[src/rtl/alu16_pkg.sv]
// Shared word width, word type and opcode encoding for the ALU16 block.
package alu16_pkg;

    localparam int WIDTH = 16;

    typedef logic [WIDTH-1:0] word_t;

    typedef enum logic [3:0] {
        OP_TSA  = 4'h0,
        OP_INC  = 4'h1,
        OP_DEC  = 4'h2,
        OP_ADD  = 4'h3,
        OP_SUB  = 4'h4,
        OP_AND  = 4'h5,
        OP_OR   = 4'h6,
        OP_XOR  = 4'h7,
        OP_NOT  = 4'h8,
        OP_SHL  = 4'h9,
        OP_SHR  = 4'hA,
        OP_ASR  = 4'hB,
        OP_RLC  = 4'hC,
        OP_RRC  = 4'hD,
        OP_BREV = 4'hE,
        OP_RSV  = 4'hF
    } op_e;

endpackage

[src/rtl/alu16_if.sv]
// Operand/opcode bus into the ALU and registered result/flags back out.
interface alu16_if;
    import alu16_pkg::*;

    word_t      abus;
    word_t      bbus;
    logic [3:0] fsel;
    logic       cin;
    word_t      fout;
    logic       z;
    logic       s;
    logic       c;
    logic       v;

    modport master (output abus, bbus, fsel, cin, input fout, z, s, c, v);
    modport slave  (input abus, bbus, fsel, cin, output fout, z, s, c, v);

endinterface

[src/rtl/alu16_addsub.sv]
// Shared 16-bit adder/subtractor; carry reports borrow when subtracting.
module alu16_addsub
    import alu16_pkg::*;
(
    input  word_t a,
    input  word_t b,
    input  logic  sub,
    output word_t sum,
    output logic  carry,
    output logic  ovf
);

    word_t b_eff;
    logic  co;

    // a - b computed as a + ~b + 1; no carry-out then means a borrow occurred
    assign b_eff     = sub ? ~b : b;
    assign {co, sum} = {1'b0, a} + {1'b0, b_eff} + {{WIDTH{1'b0}}, sub};
    assign carry     = co ^ sub;
    assign ovf       = (a[WIDTH-1] == b_eff[WIDTH-1]) && (sum[WIDTH-1] != a[WIDTH-1]);

endmodule

[src/rtl/alu16.sv]
// 16-bit ALU: combinational result mux into one output register (1-cycle latency).
// Define ALU16_BREV_EN to enable the byte-swap opcode E; otherwise E acts as RSV.
module alu16
    import alu16_pkg::*;
(
    input  logic   clk,
    input  logic   reset_n,
    alu16_if.slave bus
);

    op_e   op;
    word_t a;
    word_t as_b;
    logic  as_sub;
    word_t as_sum;
    logic  as_carry;
    logic  as_ovf;
    word_t res;
    logic  c_nxt;
    logic  v_nxt;

    assign op = op_e'(bus.fsel);
    assign a  = bus.abus;

    // INC/DEC reuse the adder with a constant 1 as the second operand
    always_comb begin
        as_b   = bus.bbus;
        as_sub = 1'b0;
        case (op)
            OP_INC:  as_b = word_t'(1);
            OP_DEC:  begin as_b = word_t'(1); as_sub = 1'b1; end
            OP_SUB:  as_sub = 1'b1;
            default: ;
        endcase
    end

    alu16_addsub u_addsub (
        .a     (a),
        .b     (as_b),
        .sub   (as_sub),
        .sum   (as_sum),
        .carry (as_carry),
        .ovf   (as_ovf)
    );

    always_comb begin
        res   = '0;
        c_nxt = 1'b0;
        v_nxt = 1'b0;
        case (op)
            OP_TSA: res = a;
            OP_INC, OP_DEC, OP_ADD, OP_SUB: begin
                res   = as_sum;
                c_nxt = as_carry;
                v_nxt = as_ovf;
            end
            OP_AND: res = a & bus.bbus;
            OP_OR:  res = a | bus.bbus;
            OP_XOR: res = a ^ bus.bbus;
            OP_NOT: res = ~a;
            OP_SHL: begin
                res   = {a[WIDTH-2:0], 1'b0};
                c_nxt = a[WIDTH-1];
                v_nxt = a[WIDTH-1] ^ res[WIDTH-1];
            end
            OP_SHR: begin
                res   = {1'b0, a[WIDTH-1:1]};
                c_nxt = a[0];
                v_nxt = a[WIDTH-1] ^ res[WIDTH-1];
            end
            OP_ASR: begin
                res   = {a[WIDTH-1], a[WIDTH-1:1]};
                c_nxt = a[0];
            end
            OP_RLC: begin
                res   = {a[WIDTH-2:0], bus.cin};
                c_nxt = a[WIDTH-1];
                v_nxt = a[WIDTH-1] ^ res[WIDTH-1];
            end
            OP_RRC: begin
                res   = {bus.cin, a[WIDTH-1:1]};
                c_nxt = a[0];
                v_nxt = a[WIDTH-1] ^ res[WIDTH-1];
            end
`ifdef ALU16_BREV_EN
            OP_BREV: res = {a[7:0], a[15:8]};
`endif
            default: res = '0;
        endcase
    end

    always_ff @(posedge clk) begin
        if (!reset_n) begin
            bus.fout <= '0;
            bus.z    <= 1'b0;
            bus.s    <= 1'b0;
            bus.c    <= 1'b0;
            bus.v    <= 1'b0;
        end else begin
            bus.fout <= res;
            bus.z    <= (res == '0);
            bus.s    <= res[WIDTH-1];
            bus.c    <= c_nxt;
            bus.v    <= v_nxt;
        end
    end

endmodule

[src/flat_wrapper.sv]
// flat-port wrapper written by rule: the top's interface ports become plain ports
module alu16_flat import alu16_pkg::*;
  (clk, reset_n, bus_abus, bus_bbus, bus_fsel, bus_cin, bus_fout, bus_z, bus_s, bus_c, bus_v);
  alu16_if bus_i ();
  input  logic clk;
  input  logic reset_n;
  input wire logic [$bits(bus_i.abus)-1:0] bus_abus;
  input wire logic [$bits(bus_i.bbus)-1:0] bus_bbus;
  input wire logic [$bits(bus_i.fsel)-1:0] bus_fsel;
  input wire logic [$bits(bus_i.cin)-1:0] bus_cin;
  output wire logic [$bits(bus_i.fout)-1:0] bus_fout;
  output wire logic [$bits(bus_i.z)-1:0] bus_z;
  output wire logic [$bits(bus_i.s)-1:0] bus_s;
  output wire logic [$bits(bus_i.c)-1:0] bus_c;
  output wire logic [$bits(bus_i.v)-1:0] bus_v;
  assign bus_i.abus = bus_abus;
  assign bus_i.bbus = bus_bbus;
  assign bus_i.fsel = bus_fsel;
  assign bus_i.cin = bus_cin;
  assign bus_fout = bus_i.fout;
  assign bus_z = bus_i.z;
  assign bus_s = bus_i.s;
  assign bus_c = bus_i.c;
  assign bus_v = bus_i.v;
  alu16 u_core (.clk(clk), .reset_n(reset_n), .bus(bus_i));
endmodule
[config.mk]
export PLATFORM = sky130hd
export DESIGN_NAME = alu16_flat
export DESIGN_NICKNAME = d
export VERILOG_FILES = /design/src/rtl/alu16_pkg.sv /design/src/rtl/alu16_if.sv /design/src/rtl/alu16_addsub.sv /design/src/rtl/alu16.sv /design/src/flat_wrapper.sv
export SDC_FILE = /design/constraint.sdc
export NUM_CORES = 1
export LEC_CHECK = 0
export CAP_MARGIN = 10
export CORE_ASPECT_RATIO = 1.4
export CORE_MARGIN = 2
export CORE_UTILIZATION = 45
export DETAILED_ROUTE_END_ITERATION = 8
export PLACE_DENSITY = 0.74
export SLEW_MARGIN = 20
export SYNTH_ARGS = -nofsm -noshare
export SYNTH_HDL_FRONTEND = slang
export SYNTH_SLANG_ARGS = --single-unit
[constraint.sdc]
create_clock -name clk -period 4.6 [get_ports clk]
set_input_delay 0.46 -clock clk [delete_from_list [all_inputs] [get_ports clk]]
set_output_delay 0.46 -clock clk [all_outputs]
set_load 0.01 [all_outputs]
=== Word-level counts from Yosys, hierarchy flattened ===
Cells that the tools add are included.
Widths: inputs -> output; s select.

* Register bits after elaboration: 20
* Input bits: 39
* Output and inout bits: 20
* Word-level logic and storage cells: 44

* Add/subtract/negate cells: 2
* Equality and inequality tests: 15
* Muxes and demuxes: 6
* Bitwise gates (word level): 8
* Reduce and logical (&&, ||, !) cells: 8

{| class="wikitable"
|+ Operators by type and width
! kind !! count
|-
| $pmux 16 s11 || 1
|-
| $mux 16 || 2
|-
| $not 16->16 || 2
|-
| $eq 4x4->1 const B || 6
|-
| $add 16x16->17 || 1
|-
| $add 17x1->17 || 1
|-
| $and 16x16->16 || 1
|-
| $eq 4x3->1 const B || 4
|-
| $logic_not 16->1 || 1
|-
| $or 16x16->16 || 1
|-
| $xor 16x16->16 || 1
|-
| $eq 4x2->1 const B || 2
|-
| $reduce_or 2->1 || 3
|-
| $eq 4x1->1 const B || 1
|-
| $logic_not 4->1 || 1
|-
| $pmux 1 s4 || 1
|-
| $reduce_or 4->1 || 1
|-
| $pmux 1 s3 || 1
|-
| $reduce_or 3->1 || 1
|-
| $xor 1x1->1 || 3
|-
| $eq 1x1->1 || 1
|-
| $logic_and 1x1->1 || 1
|-
| $mux 1 || 1
|-
| $ne 1x1->1 || 1
|}

=== Logic depth before layout (Yosys ltp) ===
* Depth after elaboration: 10
* Depth in mapped cells: 19
* Depth with buffers taken out: 15

=== By module ===
Synthesis repeated with hierarchy kept, for this count alone.

* Cells, all modules: 515
* Area, all modules: 4026.4 um2

{| class="wikitable"
|+ By module, submodules not included
! module !! instances !! cells an instance !! area each (um2) !! sequential area each (um2)
|-
| alu16 || 1 || 383 || 3045.4 || 380.4
|-
| alu16_addsub || 1 || 132 || 980.9 || 0.0
|}

=== Worst setup path before layout ===
OpenSTA, ideal clock, no wires.

* Path type: input port to flip-flop
* From: input bus_fsel[1]
* To: register u_core.bus.z
* Library setup time: 87 ps
* Arrival: 4363 ps
* Data required time: 4513 ps
* Setup slack: 150 ps
* Cell stages on the path: 17
* Path buffers: 4
* Cell sequence: buf_6 > buf_2 > buf_2 > xor2_1 > nand3_1 > clkbuf_1 > xor2_1 > fa_1 > a211oi_1 > o21ai_0 > a41oi_1 > o21ai_0 > xor2_1 > a21oi_1 > nand4_1 > or4_1 > nor4b_4

* Word-level cells in the longest chain between the ends: 9
* Elaborated cells on any way between the ends: 25
* Those cells by class: add/sub (2); eq/ne (13); mux (4); bitwise (1); reduce/logical (5)

{| class="wikitable"
|+ RTL lines
! item !! RTL line !! text
|-
| from (decl) || flat_wrapper.sv:9 || <nowiki>input wire logic [$bits(bus_i.fsel)-1:0] bus_fsel;</nowiki>
|-
| $eq 4x1->1 / $eq 4x2->1 (equally long branches) || alu16.sv:29, alu16.sv:50 ||
|-
| $reduce_or 2->1 (no line) || -- ||
|-
| $mux 16 || alu16.sv:29 || <nowiki>case (op)</nowiki>
|-
| $not 16->16 || alu16_addsub.sv:17 || <nowiki>assign b_eff = sub ? ~b : b;</nowiki>
|-
| $mux 16 || alu16_addsub.sv:17 ||
|-
| $add 16x16->17 || alu16_addsub.sv:18 || <nowiki>assign {co, sum} = {1'b0, a} + {1'b0, b_eff} + {{WIDTH{1'b0}}, sub};</nowiki>
|-
| $add 17x1->17 || alu16_addsub.sv:18 ||
|-
| $pmux 16 s11 (*) || alu16.sv:50 || <nowiki>case (op)</nowiki>
|-
| $logic_not 16->1 (*) || alu16.sv:101 || <nowiki>bus.z <= (res == '0);</nowiki>
|-
| to (signal assigned) || alu16.sv:101 ||
|-
| to (decl) || alu16_if.sv:16 || <nowiki>modport slave (input abus, bbus, fsel, cin, output fout, z, s, c, v);</nowiki>
|}

Every way passes the cells marked *; elsewhere a longest branch is shown, timed or not.
A chain may end at the register's enable or synchronous reset.

=== Worst setup path in the final report ===
Ends and elaborated chain as after synthesis.

==> metrics.md <==
| Metric | Value |
|---|---|
| Status | finished clean |
| Bufs on Longest Clock Path | 2 |
| Period utilization | between 90% and 100% |
| Postcts setup bufs | 0 |
| Kind of critical path | in2reg |
| Largest net degree at the start of global routing | 24 |
| Post-synth EDFFs | 0 |
| Syn nets | 520 |
| Inserted Clock Buffers | 3 |
| Total Wirelength | 10,000 um |
| Pins Over Slew Limit | 0 |
| Post-DP HPWL | 8010 um |
| Final GP Congestion | ~0.9 |
| Synth area leader | ha_1 |
| Mapped Area | 0.00339 mm^2 |
| Synth unique cells | 82 |
| Die Height | 107 um |
| DRT Pass-1 Iters | 5 |
| Met2 Wirelength | 5200 um |
| Minimum period implied by the final worst setup slack | about 4300 ps |
| Min-Delay Path Class | in2reg |
| Worst slack, placed | around 6 ps |
| Htree depth | 1 |
| Top cells by area, synth | ha_1, dfxtp_1, xor2_1, nand2_1, inv_1 |
| Worst setup margin | between 200 and 300 ps |
| Leading cell types by count after synthesis | ha_1, nand2_1, inv_1, xor2_1, a21oi_1 |
| RSZ-0062 raised after global routing | no |
| FMAX | between 0.2 and 0.25 GHz |
| Worst rel slew slack | a little over two fifths |
| Starting Density | between 40% and 50% |
| Die ar. | around 0.0083 mm^2 |
| Power Total | 817 uW |
| Area growth from synthesis to layout | 22.8% |
| Core footprint | about 0.0073 mm^2 |
| Port bufs | 58 |
| Final setup viols | 0 |
| Setup total negative slack | 0 ps |
| First-pass GRT wire length | ~16,000 um |
| Primary FF master, synth | dfxtp_1 |
| Initial antenna violation count | 0 |
| Grt ovf | 0 |
| Async set-reset flop share out of synthesis | 0% |
| Required @ worst endpoint | around 4800 ps |
| Post-Syn Instances | approximately 430 |
| N_diodes | 0 |
| Synth Register Bits | 19 |
| Cts repair resizes | 0 |
| Post-CTS Hold Buffers | 0 |
| Arrival @ worst endpoint | 4500 ps |
| Met3 routed WL | 562 um |
| Slew @ Worst Pin | roughly 860 ps |
| Vias in the first global route | 3,397 |
| Tot GR Track Use | between 20% and 30% |
| Worst Setup End Kind | flip-flop |
| Via/cell ratio | roughly 6 |
| Worst vdd rail ir drop | slightly above 0.09 mV |
| Hold Slack | between 900 and 1000 ps |
| Startpoint types | input port |
| CTS Root Cell | clkbuf_8 |
| Ys Warns | 0 |
| Clock sinks | 19 |
| DR WL/cell | about 17 um |
| Routed vias | 3,471 |
| Die Span X | just under 80 um |
| Antenna viol nets, final | 0 |
| Wl on met1 | roughly 4000 um |
| Max-Cap Viols | 0 |
| CTS tree | done |
| First-iteration detailed-routing DRC count | 241 |
| CP Max Fanout | 8 |
| Syn Area/Cell | 7.87 um^2 |
| DR top layer | met4 |
| Count leader, synth | ha_1 |
| I/O pin count | ~60 |
| DRC errors left | 0 |
| Top-area cell type share of the netlist area | 18.1% |
| Lkg Pwr | ~1.9 nW |
| Sequential cell area fraction in the yosys report | 11.2% |
| Final hold viol count | 0 |
| PwrDens | about 200 mW/mm^2 |
| Share of cells above drive strength 1 | roughly a tenth |
| Worst-path clk slew | 80 ps |
| Row count | 37 |
| Final #Nets | 582 |
[cell usage in the layout, fill, tap and decap left out, types with 3 or more instances in the layout]
cell type / count
clkdlybuf4s50_1: 58
ha_1: 49
nand2_1: 40
inv_1: 36
xor2_1: 29
a21oi_1: 26
nor2_1: 24
buf_4: 22
o21ai_0: 20
dfxtp_1: 19
xnor2_1: 13
and2_1: 10
mux2i_1: 10
nor2b_1: 7
o22ai_1: 7
a21o_1: 6
o211ai_1: 6
a31oi_1: 5
a222oi_1: 5
a221oi_1: 5
a22oi_1: 5
nand2b_1: 4
nor3_1: 4
a221o_1: 4
nand3_1: 3
o2bb2ai_1: 3
clkbuf_8: 3
[layer usage]
| metal | vias to the layer above | GRT usage [%] |
|---|---|---|
| li1 | 1668 | - |
| met1 | 1644 | 27.9 |
| met2 | 138 | 45.3 |
| met3 | 21 | 2.27 |
| met4 | 0 | 9.31 |
| met5 | - | 0 |
[path summary, 6_finish.rpt]
path / from / cells past startpoint / end / slack, ps
setup / recovery: bus_fsel[1] / 17 / u_core.bus.z$_SDFF_PN0_ / 290
hold / removal: reset_n / 3 / u_core.bus.s$_SDFF_PN0_ / 970
[worst max-delay path, cell delays in order]
cell	delay, ps
clkdlybuf4s50_1	530
or2b_1	250
inv_1	50
o21ai_1	60
buf_4	180
nand2_1	80
xor2_1	220
ha_1	320
a2111oi_0	370
o21ai_0	250
a41oi_1	290
o21ai_0	140
xor2_1	170
a21oi_1	210
nand4_1	170
or4_1	490
nor4b_4	250
[layout make-up]
type | count | area [um^2]
well taps | 97 | 121
clock buffers | 3 | 41.3
repair buffers | 81 | 766
flip-flops and latches | 19 | 380
clock inverters | 1 | 5.00
inverters | 37 | 139
multi-input cells | 351 | 2710
fillers | 746 | 3150
[report_power, final]
group | total, mW | leakage (nW) | internal (mW) | switching (mW)
combinational | 0.514 | 1.68 | 0.239 | 0.275
clock | 0.117 | 0.0255 | 0.0602 | 0.0572
sequential | 0.186 | 0.157 | 0.182 | 0.00441
[per-stage QoR]
stage               cells  utilization [%]  area [um^2]
finish                589             56.9         4160
detailed placement    585             56.2         4110
global route          589             56.9         4160
floorplan             431                -         3390
global placement      585             56.2         4110
CTS                   589             56.8         4160
[registers in the layout, indices dropped and copies added (netlist names)]
register,cells
u_core.bus.z,1
u_core.bus.c,1
u_core.bus.fout,15
u_core.bus.v,1
u_core.bus.s,1
[cells by family after synthesis]
| kind of cell | Yosys count | synth area share, % |
|---|---|---|
| compound gates | 128 | 27.6 |
| xor+xnor | 43 | 11.3 |
| fa+ha+maj | 50 | 18.7 |
| buf+inv | 61 | 9.00 |
| flops | 19 | 11.2 |
| mux | 12 | 3.73 |
| simple gates | 118 | 18.4 |
Power figures use the tool's default switching activity.
